--- src/rtl/mips32_pkg.sv ---
// Shared types and default widths for the MIPS32 memory arbiter and pipeline core.
// Latency: none (declarations only).
// Backpressure: none (declarations only).
package mips32_pkg;

  localparam int DEF_ADDR_W = 10;
  localparam int DEF_DATA_W = 32;

  // Latency counter width; holds the largest legal memory latency (4).
  localparam int LAT_W = 3;

  typedef enum logic [1:0] {
    IDLE  = 2'd0,
    ISSUE = 2'd1,
    WAIT  = 2'd2,
    RESP  = 2'd3
  } arb_state_e;

  typedef enum logic {
    OWN_IF = 1'b0,
    OWN_DM = 1'b1
  } owner_e;

  // Bits needed to count 0..lim; at least one bit so a zero limit still elaborates.
  function automatic int cnt_width(input int lim);
    return (lim < 1) ? 1 : $clog2(lim + 1);
  endfunction

endpackage

--- src/rtl/mips32_arb_pick.sv ---
// Fetch/data priority select with a starvation override for fetch.
// Latency: purely combinational.
// Backpressure: none; callers only sample the grants when the arbiter is idle.
module mips32_arb_pick #(
  parameter int STARVE_LIM = 3,
  parameter int CNT_W      = 2
) (
  input  logic             if_req,
  input  logic             dm_req,
  input  logic [CNT_W-1:0] starve_cnt,
  output logic             grant_if,
  output logic             grant_dm
);

  localparam logic [CNT_W-1:0] LIM = CNT_W'(STARVE_LIM);

  logic if_starved;

  // Data wins unless fetch has already sat through STARVE_LIM consecutive data grants.
  always_comb begin
    if_starved = if_req && (starve_cnt == LIM);
    grant_dm   = dm_req && !if_starved;
    grant_if   = if_req && !grant_dm;
  end

endmodule

--- src/rtl/mips32_mem_arbiter.sv ---
// Single-port memory arbiter between the IF fetch port and the MEM load/store port.
// Latency: gnt one cycle after req is seen in IDLE, rvalid MEM_LAT+1 cycles after gnt.
// Backpressure: one access in flight; requesters hold req until gnt, req ignored while busy.
module mips32_mem_arbiter
  import mips32_pkg::*;
#(
  parameter int ADDR_W     = mips32_pkg::DEF_ADDR_W,
  parameter int DATA_W     = mips32_pkg::DEF_DATA_W,
  parameter int MEM_LAT    = 1,
  parameter int STARVE_LIM = 3
) (
  input  logic              clk,
  input  logic              rst,
  input  logic              if_req,
  input  logic [ADDR_W-1:0] if_addr,
  input  logic              if_flush,
  output logic              if_gnt,
  output logic              if_rvalid,
  output logic [DATA_W-1:0] if_rdata,
  input  logic              dm_req,
  input  logic              dm_we,
  input  logic [ADDR_W-1:0] dm_addr,
  input  logic [DATA_W-1:0] dm_wdata,
  output logic              dm_gnt,
  output logic              dm_rvalid,
  output logic [DATA_W-1:0] dm_rdata,
  output logic              mem_en,
  output logic              mem_we,
  output logic [ADDR_W-1:0] mem_addr,
  output logic [DATA_W-1:0] mem_wdata,
  input  logic [DATA_W-1:0] mem_rdata,
  output logic              busy
);

  localparam int               CNT_W      = cnt_width(STARVE_LIM);
  localparam logic [CNT_W-1:0] STARVE_MAX = CNT_W'(STARVE_LIM);
  localparam logic [LAT_W-1:0] LAT_INIT   = LAT_W'(MEM_LAT);
  localparam logic [LAT_W-1:0] LAT_ONE    = LAT_W'(1);

  arb_state_e        state_q, state_d;
  owner_e            owner_q, owner_d;
  logic              we_q, we_d;
  logic [LAT_W-1:0]  lat_cnt_q, lat_cnt_d;
  logic [CNT_W-1:0]  starve_cnt_q, starve_cnt_d;
  logic              squash_q, squash_d;
  logic              if_gnt_q, if_gnt_d;
  logic              dm_gnt_q, dm_gnt_d;
  logic              if_rvalid_q, if_rvalid_d;
  logic              dm_rvalid_q, dm_rvalid_d;
  logic [DATA_W-1:0] if_rdata_q, if_rdata_d;
  logic [DATA_W-1:0] dm_rdata_q, dm_rdata_d;
  logic              mem_en_q, mem_en_d;
  logic              mem_we_q, mem_we_d;
  logic [ADDR_W-1:0] mem_addr_q, mem_addr_d;
  logic [DATA_W-1:0] mem_wdata_q, mem_wdata_d;
  logic              busy_q, busy_d;

  logic grant_if, grant_dm;
  logic squash_now;

  mips32_arb_pick #(
    .STARVE_LIM (STARVE_LIM),
    .CNT_W      (CNT_W)
  ) u_pick (
    .if_req     (if_req),
    .dm_req     (dm_req),
    .starve_cnt (starve_cnt_q),
    .grant_if   (grant_if),
    .grant_dm   (grant_dm)
  );

  // Next-state, output and datapath computation for the single-transaction FSM.
  always_comb begin
    state_d      = state_q;
    owner_d      = owner_q;
    we_d         = we_q;
    lat_cnt_d    = lat_cnt_q;
    starve_cnt_d = starve_cnt_q;
    squash_d     = squash_q;
    if_rdata_d   = if_rdata_q;
    dm_rdata_d   = dm_rdata_q;
    mem_addr_d   = mem_addr_q;
    mem_wdata_d  = mem_wdata_q;
    if_gnt_d     = 1'b0;
    dm_gnt_d     = 1'b0;
    if_rvalid_d  = 1'b0;
    dm_rvalid_d  = 1'b0;
    mem_en_d     = 1'b0;
    mem_we_d     = 1'b0;

    // A flush seen while a fetch owns the port kills its response, including this cycle's capture.
    squash_now = squash_q || (if_flush && (owner_q == OWN_IF) && (state_q != IDLE));

    case (state_q)
      IDLE: begin
        squash_d = 1'b0;
        if (grant_dm) begin
          state_d     = ISSUE;
          owner_d     = OWN_DM;
          we_d        = dm_we;
          mem_en_d    = 1'b1;
          mem_we_d    = dm_we;
          mem_addr_d  = dm_addr;
          mem_wdata_d = dm_wdata;
          dm_gnt_d    = 1'b1;
          if (!if_req) begin
            starve_cnt_d = '0;
          end else if (starve_cnt_q != STARVE_MAX) begin
            starve_cnt_d = starve_cnt_q + CNT_W'(1);
          end
        end else if (grant_if) begin
          state_d      = ISSUE;
          owner_d      = OWN_IF;
          we_d         = 1'b0;
          mem_en_d     = 1'b1;
          mem_addr_d   = if_addr;
          mem_wdata_d  = '0;
          if_gnt_d     = 1'b1;
          starve_cnt_d = '0;
          squash_d     = if_flush;
        end
      end
      ISSUE: begin
        state_d   = WAIT;
        lat_cnt_d = LAT_INIT;
        squash_d  = squash_now;
      end
      WAIT: begin
        lat_cnt_d = lat_cnt_q - LAT_ONE;
        squash_d  = squash_now;
        if (lat_cnt_q == LAT_ONE) begin
          state_d = RESP;
          if (owner_q == OWN_DM) begin
            dm_rvalid_d = 1'b1;
            if (!we_q) begin
              dm_rdata_d = mem_rdata;
            end
          end else if (!squash_now) begin
            if_rvalid_d = 1'b1;
            if_rdata_d  = mem_rdata;
          end
        end
      end
      RESP: begin
        state_d  = IDLE;
        squash_d = 1'b0;
      end
      default: begin
        state_d = IDLE;
      end
    endcase

    busy_d = (state_d != IDLE);
  end

  // All state and every output are registered here; reset drops any in-flight access.
  always_ff @(posedge clk) begin
    if (rst) begin
      state_q      <= IDLE;
      owner_q      <= OWN_IF;
      we_q         <= 1'b0;
      lat_cnt_q    <= '0;
      starve_cnt_q <= '0;
      squash_q     <= 1'b0;
      if_gnt_q     <= 1'b0;
      dm_gnt_q     <= 1'b0;
      if_rvalid_q  <= 1'b0;
      dm_rvalid_q  <= 1'b0;
      if_rdata_q   <= '0;
      dm_rdata_q   <= '0;
      mem_en_q     <= 1'b0;
      mem_we_q     <= 1'b0;
      mem_addr_q   <= '0;
      mem_wdata_q  <= '0;
      busy_q       <= 1'b0;
    end else begin
      state_q      <= state_d;
      owner_q      <= owner_d;
      we_q         <= we_d;
      lat_cnt_q    <= lat_cnt_d;
      starve_cnt_q <= starve_cnt_d;
      squash_q     <= squash_d;
      if_gnt_q     <= if_gnt_d;
      dm_gnt_q     <= dm_gnt_d;
      if_rvalid_q  <= if_rvalid_d;
      dm_rvalid_q  <= dm_rvalid_d;
      if_rdata_q   <= if_rdata_d;
      dm_rdata_q   <= dm_rdata_d;
      mem_en_q     <= mem_en_d;
      mem_we_q     <= mem_we_d;
      mem_addr_q   <= mem_addr_d;
      mem_wdata_q  <= mem_wdata_d;
      busy_q       <= busy_d;
    end
  end

  assign if_gnt    = if_gnt_q;
  assign dm_gnt    = dm_gnt_q;
  assign if_rvalid = if_rvalid_q;
  assign dm_rvalid = dm_rvalid_q;
  assign if_rdata  = if_rdata_q;
  assign dm_rdata  = dm_rdata_q;
  assign mem_en    = mem_en_q;
  assign mem_we    = mem_we_q;
  assign mem_addr  = mem_addr_q;
  assign mem_wdata = mem_wdata_q;
  assign busy      = busy_q;

endmodule

--- config.mk ---
export PLATFORM = sky130hd
export DESIGN_NAME = mips32_mem_arbiter
export DESIGN_NICKNAME = d
export VERILOG_FILES = /design/src/rtl/mips32_pkg.sv /design/src/rtl/mips32_arb_pick.sv /design/src/rtl/mips32_mem_arbiter.sv
export SDC_FILE = /design/constraint.sdc
export NUM_CORES = 1
export LEC_CHECK = 0
export BUFFER_PORTS_ARGS = -buffer_cell sky130_fd_sc_hd__clkbuf_2
export CORE_MARGIN = 2
export CORE_UTILIZATION = 40
export DETAILED_ROUTE_END_ITERATION = 10
export PLACE_DENSITY = 0.69
export SLEW_MARGIN = 0
export SYNTH_ARGS = -nofsm -noshare
export SYNTH_HDL_FRONTEND = slang
export SYNTH_HIERARCHICAL = 1
export SYNTH_SLANG_ARGS = --single-unit
--- constraint.sdc ---
create_clock -name clk -period 2.2 [get_ports clk]
set_input_delay 0.44 -clock clk [delete_from_list [all_inputs] [get_ports clk]]
set_output_delay 0.44 -clock clk [all_outputs]
set_load 0.01 [all_outputs]
==> results.yml, run 1 <==
global_route:
  antenna_found_initial: 0
  grt_max_degree: 86
  grt_overflow_total: 0
  grt_pass1_vias: 3862
  grt_pass1_wl_mm: 18.06
  grtUsageTotal_pct: 17.50
layout:
  area_growth_pct: 35.52
  nNetsFinal: 731
  diodes: 0
  drive_gt1_share_pct: 38.39
  seq_area_mm2: 0.002462
  nFillCells: 1012
  multiInputGateArea_mm2: 0.002148
critical_path:
  cpMaxStageDelayCell: "or3b_2"
  path_cells: "inv_1 -> ha_1 -> nand3b_2 -> or3b_2 -> buf_12 -> mux2i_1"
  slowest_delay_ns: 0.53
  path_buf_inv: 2
  arrival_ns: 2.20
  cp-end-kind: "flip-flop"
  cp_top_family: "simple AND/OR/NAND/NOR gates"
  required_ns: 2.48
  critical_path_class: "reg2reg"
  cp_max_fo: 32
  cp-start-kind: "flip-flop"
synth:
  syn_area_mm2: 0.004818
  synth-seq-cells: 123
  synthTopCellsByCount: "dfxtp_1 (123), nand2b_1 (97), mux2i_1 (74), a22o_1 (33), clkbuf_1 (17)"
  synth_simple_gate_area_share_pct: 17.66
  synth_fa_ha_area_share_pct: 1.558
  synthTopCellsByArea: "dfxtp_1 (51%), mux2i_1 (15%), nand2b_1 (13%)"
  muxShareOfSynthArea_pct: 15.61
  ys_seq_area_share_pct: 51.10
  synth_edf_count: 0
  synth_top_family_by_area: "simple AND/OR/NAND/NOR gates"
  synth-xor-area-share_pct: 0
  synth_top_cell_area_share_pct: 51.10
  yosysMostFrequentCell: "dfxtp_1"
  synth_area_per_cell_um2: 11.08
  synth_nets: 531
  synth.distinct_cells: 40
  async_flop_share_pct: 0
  syn_inst: 435
  synth_top_cell_by_area: "dfxtp_1"
  synth-main-ff-cell: "dfxtp_1"
  yosysWarnings: 6
  synth_compound_area_share_pct: 9.582
timing:
  slew-limit-headroom_pct: 60.13
  finalSetupViolCount: 0
  rsz0062_at_grt: "no"
  fin_ws_ns: 0.2839
  finalWorstPathRequiredPeriod_ns: 1.916
  finalMaxSlewViolations: 0
  tightestPinTransition_ns: 0.5980
  period_share_pct: 87.10
  fmaxAchievable_mhz: 521.9
  fin_skew_ns: 0.005093
  whs_ns: 0.2491
  hold_violations: 0
place:
  hpwl_mm: 7.645
  place_ws_ns: -0.08908
  gp_congestion: 0.7182
  port_buffers: 202
clock_tree:
  cts.sinks: 123
  path_clk_slew_ns: 0.05
  clock_latency_ns: 0.40
  hold_buffers: 0
  cts-root-buf: "clkbuf_16"
  cts_resized: 0
  cts_buffer_depth: 2
  cts_tree: "yes"
  ctsHtreeMaxLevel: 4
  cts_setup_buffers: 0
  cts_buffers: 17
detailed_routing:
  routedWlPerCell_um: 13.81
  wl_mm: 10.95
  postRouteAntennaNets: 0
  drcViolationCount: 0
  routed_via_density: 4.789
  drtPass1Iterations: 4
  vias: 3798
  initialDrtViolationCount: 145
floorplanning:
  die_width_um: 113.8
  rows: 40
  dieArea_mm2: 0.01294
  die_y_um: 113.8
  num_io_pins: 203
  initial_core_util_pct: 40.62
  core-area_mm2: 0.01186
power_and_ir_drop:
  ir_drop_mv: 0.4931
  p_total_mw: 6.357
  p_leak_nw: 3.132
  powerDensity_mw_per_mm2: 973.5
min_path:
  hold_path_class: "in2reg"
run_status:
  status: "complete, no violations"
flow_run:
  drv_cap: 0
routing by layer:
metal / vias up / routed length, µm / GRT usage, %
met5: - / 0 / 0
met4: 0 / 131 / 6.585
met3: 10 / 842 / 6.164
met2: 135 / 5081 / 28.14
met1: 1744 / 4894 / 21.70
li1: 1909 / - / -
report_power, final:
group,total (mW),internal [mW],switching (mW)
Combinational,1.07,0.510,0.560
Sequential,2.58,2.45,0.130
Clock,2.71,1.77,0.942
Total,6.36,4.73,1.63
layout by cell type (no fill, tap or decap), drive strengths merged:
cell type  count
clkbuf       225
dfxtp        123
nand2b        97
mux2i         74
a22o          33
nor2          13
a211oi        11
buf           10
inv            7
ha             6
nor2b          4
o21ai          3
a21oi          3
nor3b          3
clkinv         3
nand3b         3
a21o           2
nand4b         2
nor4bb         2
nand2          2
bufinv         2
clkinvlp       2
or3b           1
nor4           1
o21a           1
and3b          1
and2           1
o22ai          1
or3            1
nor3           1
o21bai         1
nor4b          1
o21ba          1
or2            1
nand3          1
mux2           1
a31oi          1
a21boi         1
flip-flops by register name, summed over array words and instances (netlist names):
register,count
mem_addr,10
mem_en,1
if_rvalid,1
dm_rdata,32
lat_cnt_q,3
dm_gnt,1
we_q,1
squash_q,1
busy,1
if_rdata,32
mem_wdata,32
owner_q,1
dm_rvalid,1
if_gnt,1
starve_cnt_q,2
mem_we,1
state_q,2
cells by family after synthesis:
kind of cell | count (synthesis)
adder cells (fa/ha/maj) | 6
AO/OA/AOI/OAI | 58
multiplexers | 75
buffers and inverters | 38
flip-flops | 123
AND/OR/NAND/NOR | 135
area by class of cell:
| type | instances | share of cell area [%] |
|---|---|---|
| Clock buffer | 23 | 7.473 |
| Timing Repair Buffer | 212 | 17.32 |
| Sequential cell | 123 | 37.71 |
| Tap cell | 147 | 2.817 |
| Clock inverter | 7 | 1.380 |
| Inverter | 7 | 0.4024 |
| Multi-Input combinational cell | 274 | 32.90 |
path summary, 6_finish.rpt:
path / from / endpoint / slack, ns / cells past startpoint
worst max-delay path: state_q[0]$_SDFF_PP0_ / dm_rdata[17]$_SDFFE_PP0P_ / 0.28 / 6
worst min-delay path: dm_wdata[0] / mem_wdata[0]$_SDFFE_PP0P_ / 0.25 / 2
worst min register to register: if_rdata[12]$_SDFFE_PP0P_ / if_rdata[12]$_SDFFE_PP0P_ / 0.47 / 2
worst max register to register: state_q[0]$_SDFF_PP0_ / dm_rdata[17]$_SDFFE_PP0P_ / 0.28 / 6
metrics by stage:
step / util, % / cells / TNS, ns / instance area (µm²)
global placement: 50.05 / 762 / 0 / 5937
floorplan: - / 435 / 0 / 4818
finish: 55.05 / 793 / 0 / 6530
detailed placement: 50.05 / 762 / -2.235 / 5937
CTS: 54.93 / 792 / 0 / 6515
global route: 55.05 / 793 / 0 / 6530
(Power assumes the default switching activity.)
==> inputs of run 2 (changes only) <==
clock period = 1.8 ns   (was 2.2 ns; I/O delays follow)
==> results.yml, run 2 (same netlist as run 1, synthesis figures left out) <==
place:
  port_buffers: 202
  place_ws_ns: 0.001205
  dp.cells: 765
  placed_cell_area_mm2: 0.005984
  gp_congestion: 0.7273
  hpwl_mm: 7.687
timing:
  tightestPinTransition_ns: 0.3113
  hold_violations: 0
  fmaxAchievable_mhz: 579.5
  fin_tns_setup_ns: 0
  period_share_pct: 95.87
  fin_skew_ns: 0.007921
  finalMaxSlewViolations: 0
  fin_ws_ns: 0.07430
  rsz0062_at_grt: "yes"
  whs_ns: 0.1717
  finalWorstPathRequiredPeriod_ns: 1.726
  slew-limit-headroom_pct: 78.96
  finalSetupViolCount: 0
run_status:
  status: "complete, no violations"
floorplanning:
  die_y_um: 113.8
  rows: 40
  num_io_pins: 203
  initial_core_util_pct: 40.62
  dieArea_mm2: 0.01294
  core-area_mm2: 0.01186
  die_width_um: 113.8
critical_path:
  critical_path_class: "reg2reg"
  required_ns: 2.12
  ff2ff_path_depth: 6
  rrSetupSlack_ns: 0.07
  r2r-end: "if_rdata[2]$_SDFFE_PP0P_"
  cp-start-kind: "flip-flop"
  arrival_ns: 2.05
  cp_max_fo: 32
  r2r_start: "state_q[0]$_SDFF_PP0_"
  cp-end-kind: "flip-flop"
detailed_routing:
  drcViolationCount: 0
  routedWlPerCell_um: 13.98
  vias: 3817
  routed_via_density: 4.783
  wl_mm: 11.16
  postRouteAntennaNets: 0
  drtPass1Iterations: 4
  initialDrtViolationCount: 133
global_route:
  grt_max_degree: 81
  grt_overflow_total: 0
  grtUsageTotal_pct: 17.48
  grt_pass1_wl_mm: 18.08
  grt_pass1_vias: 3854
  antenna_found_initial: 0
layout:
  final_common_cell: "clkbuf_2"
  diodes: 0
  nNetsFinal: 734
  fin_area_mm2: 0.006663
  area_growth_pct: 38.28
  final_util_pct: 56.17
  nFillCells: 1024
  layout_common_cells: "clkbuf_2 (202), dfxtp_1 (123), nand2b_1 (97), mux2i_1 (74), a22o_1 (33)"
  instances_no_fill: 798
  drive_gt1_share_pct: 39.32
clock_tree:
  path_clk_slew_ns: 0.05
  ctsHtreeMaxLevel: 4
  cts-root-buf: "clkbuf_16"
  cts_buffers: 17
  cts_tree: "yes"
  cts.sinks: 123
  cts_setup_buffers: 0
  cts_buffer_depth: 2
  hold_buffers: 0
  clock_latency_ns: 0.40
power_and_ir_drop:
  p_sw_mw: 2.048
  power_frac_seq_pct: 39.3
  powerDensity_mw_per_mm2: 1204
  combPwrFrac_pct: 16.6
  p_total_mw: 8.021
  switching_share_pct: 25.53
  ir_drop_mv: 0.7533
  internal-power_mw: 5.973
  clkPwrFrac_pct: 44.1
  p_leak_nw: 3.218
flow_run:
  drv_cap: 0
min_path:
  hold_path_class: "in2reg"
  hp-start: "dm_wdata[3]"
  min_to: "mem_wdata[3]$_SDFFE_PP0P_"
  hold_depth: 2
## run 2: power by group through the flow
stage	logic, mW	registers [mW]	clock network (mW)
3_5_place_dp	1.31	3.20	0
2_1_floorplan	0.703	3.28	0
6_report	1.33	3.15	3.54
5_1_grt	1.47	3.18	3.74
3_3_place_gp	1.27	3.19	0
4_1_cts	1.32	3.15	3.61
## run 2: worst max-delay path by stage
stage / cells after the start / startpoint / end
after CTS: 6 / state_q[0]$_SDFF_PP0_ / dm_rdata[26]$_SDFFE_PP0P_
after global routing: 6 / state_q[0]$_SDFF_PP0_ / if_rdata[18]$_SDFFE_PP0P_
after global placement: 6 / state_q[0]$_SDFF_PP0_ / dm_rdata[19]$_SDFFE_PP0P_
after floorplan: 7 / state_q[0]$_SDFF_PP0_ / dm_rdata[0]$_SDFFE_PP0P_
final: 6 / state_q[0]$_SDFF_PP0_ / if_rdata[2]$_SDFFE_PP0P_
after detailed placement: 6 / state_q[0]$_SDFF_PP0_ / dm_rdata[18]$_SDFFE_PP0P_
## run 2: cell type report
| class | count | area (µm²) | share of cell area [%] |
|---|---|---|---|
| clock inverter | 12 | 171.4 | 2.573 |
| inverter | 7 | 26.28 | 0.3944 |
| sequential | 123 | 2462 | 36.96 |
| timing repair buffer | 215 | 1196 | 17.95 |
| tap | 147 | 183.9 | 2.761 |
| clock buffer | 20 | 446.7 | 6.704 |
| multi-input combinational | 274 | 2176 | 32.66 |
## run 2: critical path: stages (launching register included)
cell and delay (ns):
dfxtp_1 0.33, inv_1 0.14, ha_1 0.30, nor2b_1 0.13
nor4_4 0.19, buf_12 0.28, mux2i_1 0.24
## run 2: metal layers
metal  global-route usage, %  routed length [µm]
met1                   21.70                5040
met2                   29.22                5280
met3                   5.313                 747
met4                   5.528                  89
met5                       0                   0
## run 2: repair_timing
| action | 4_1_cts | 5_1_grt |
|---|---|---|
| gates resized for setup | 1 | 5 |
| setup endpoints to repair | 1 | 20 |
| cloned | 1 | 0 |
| pin swaps | 1 | 1 |
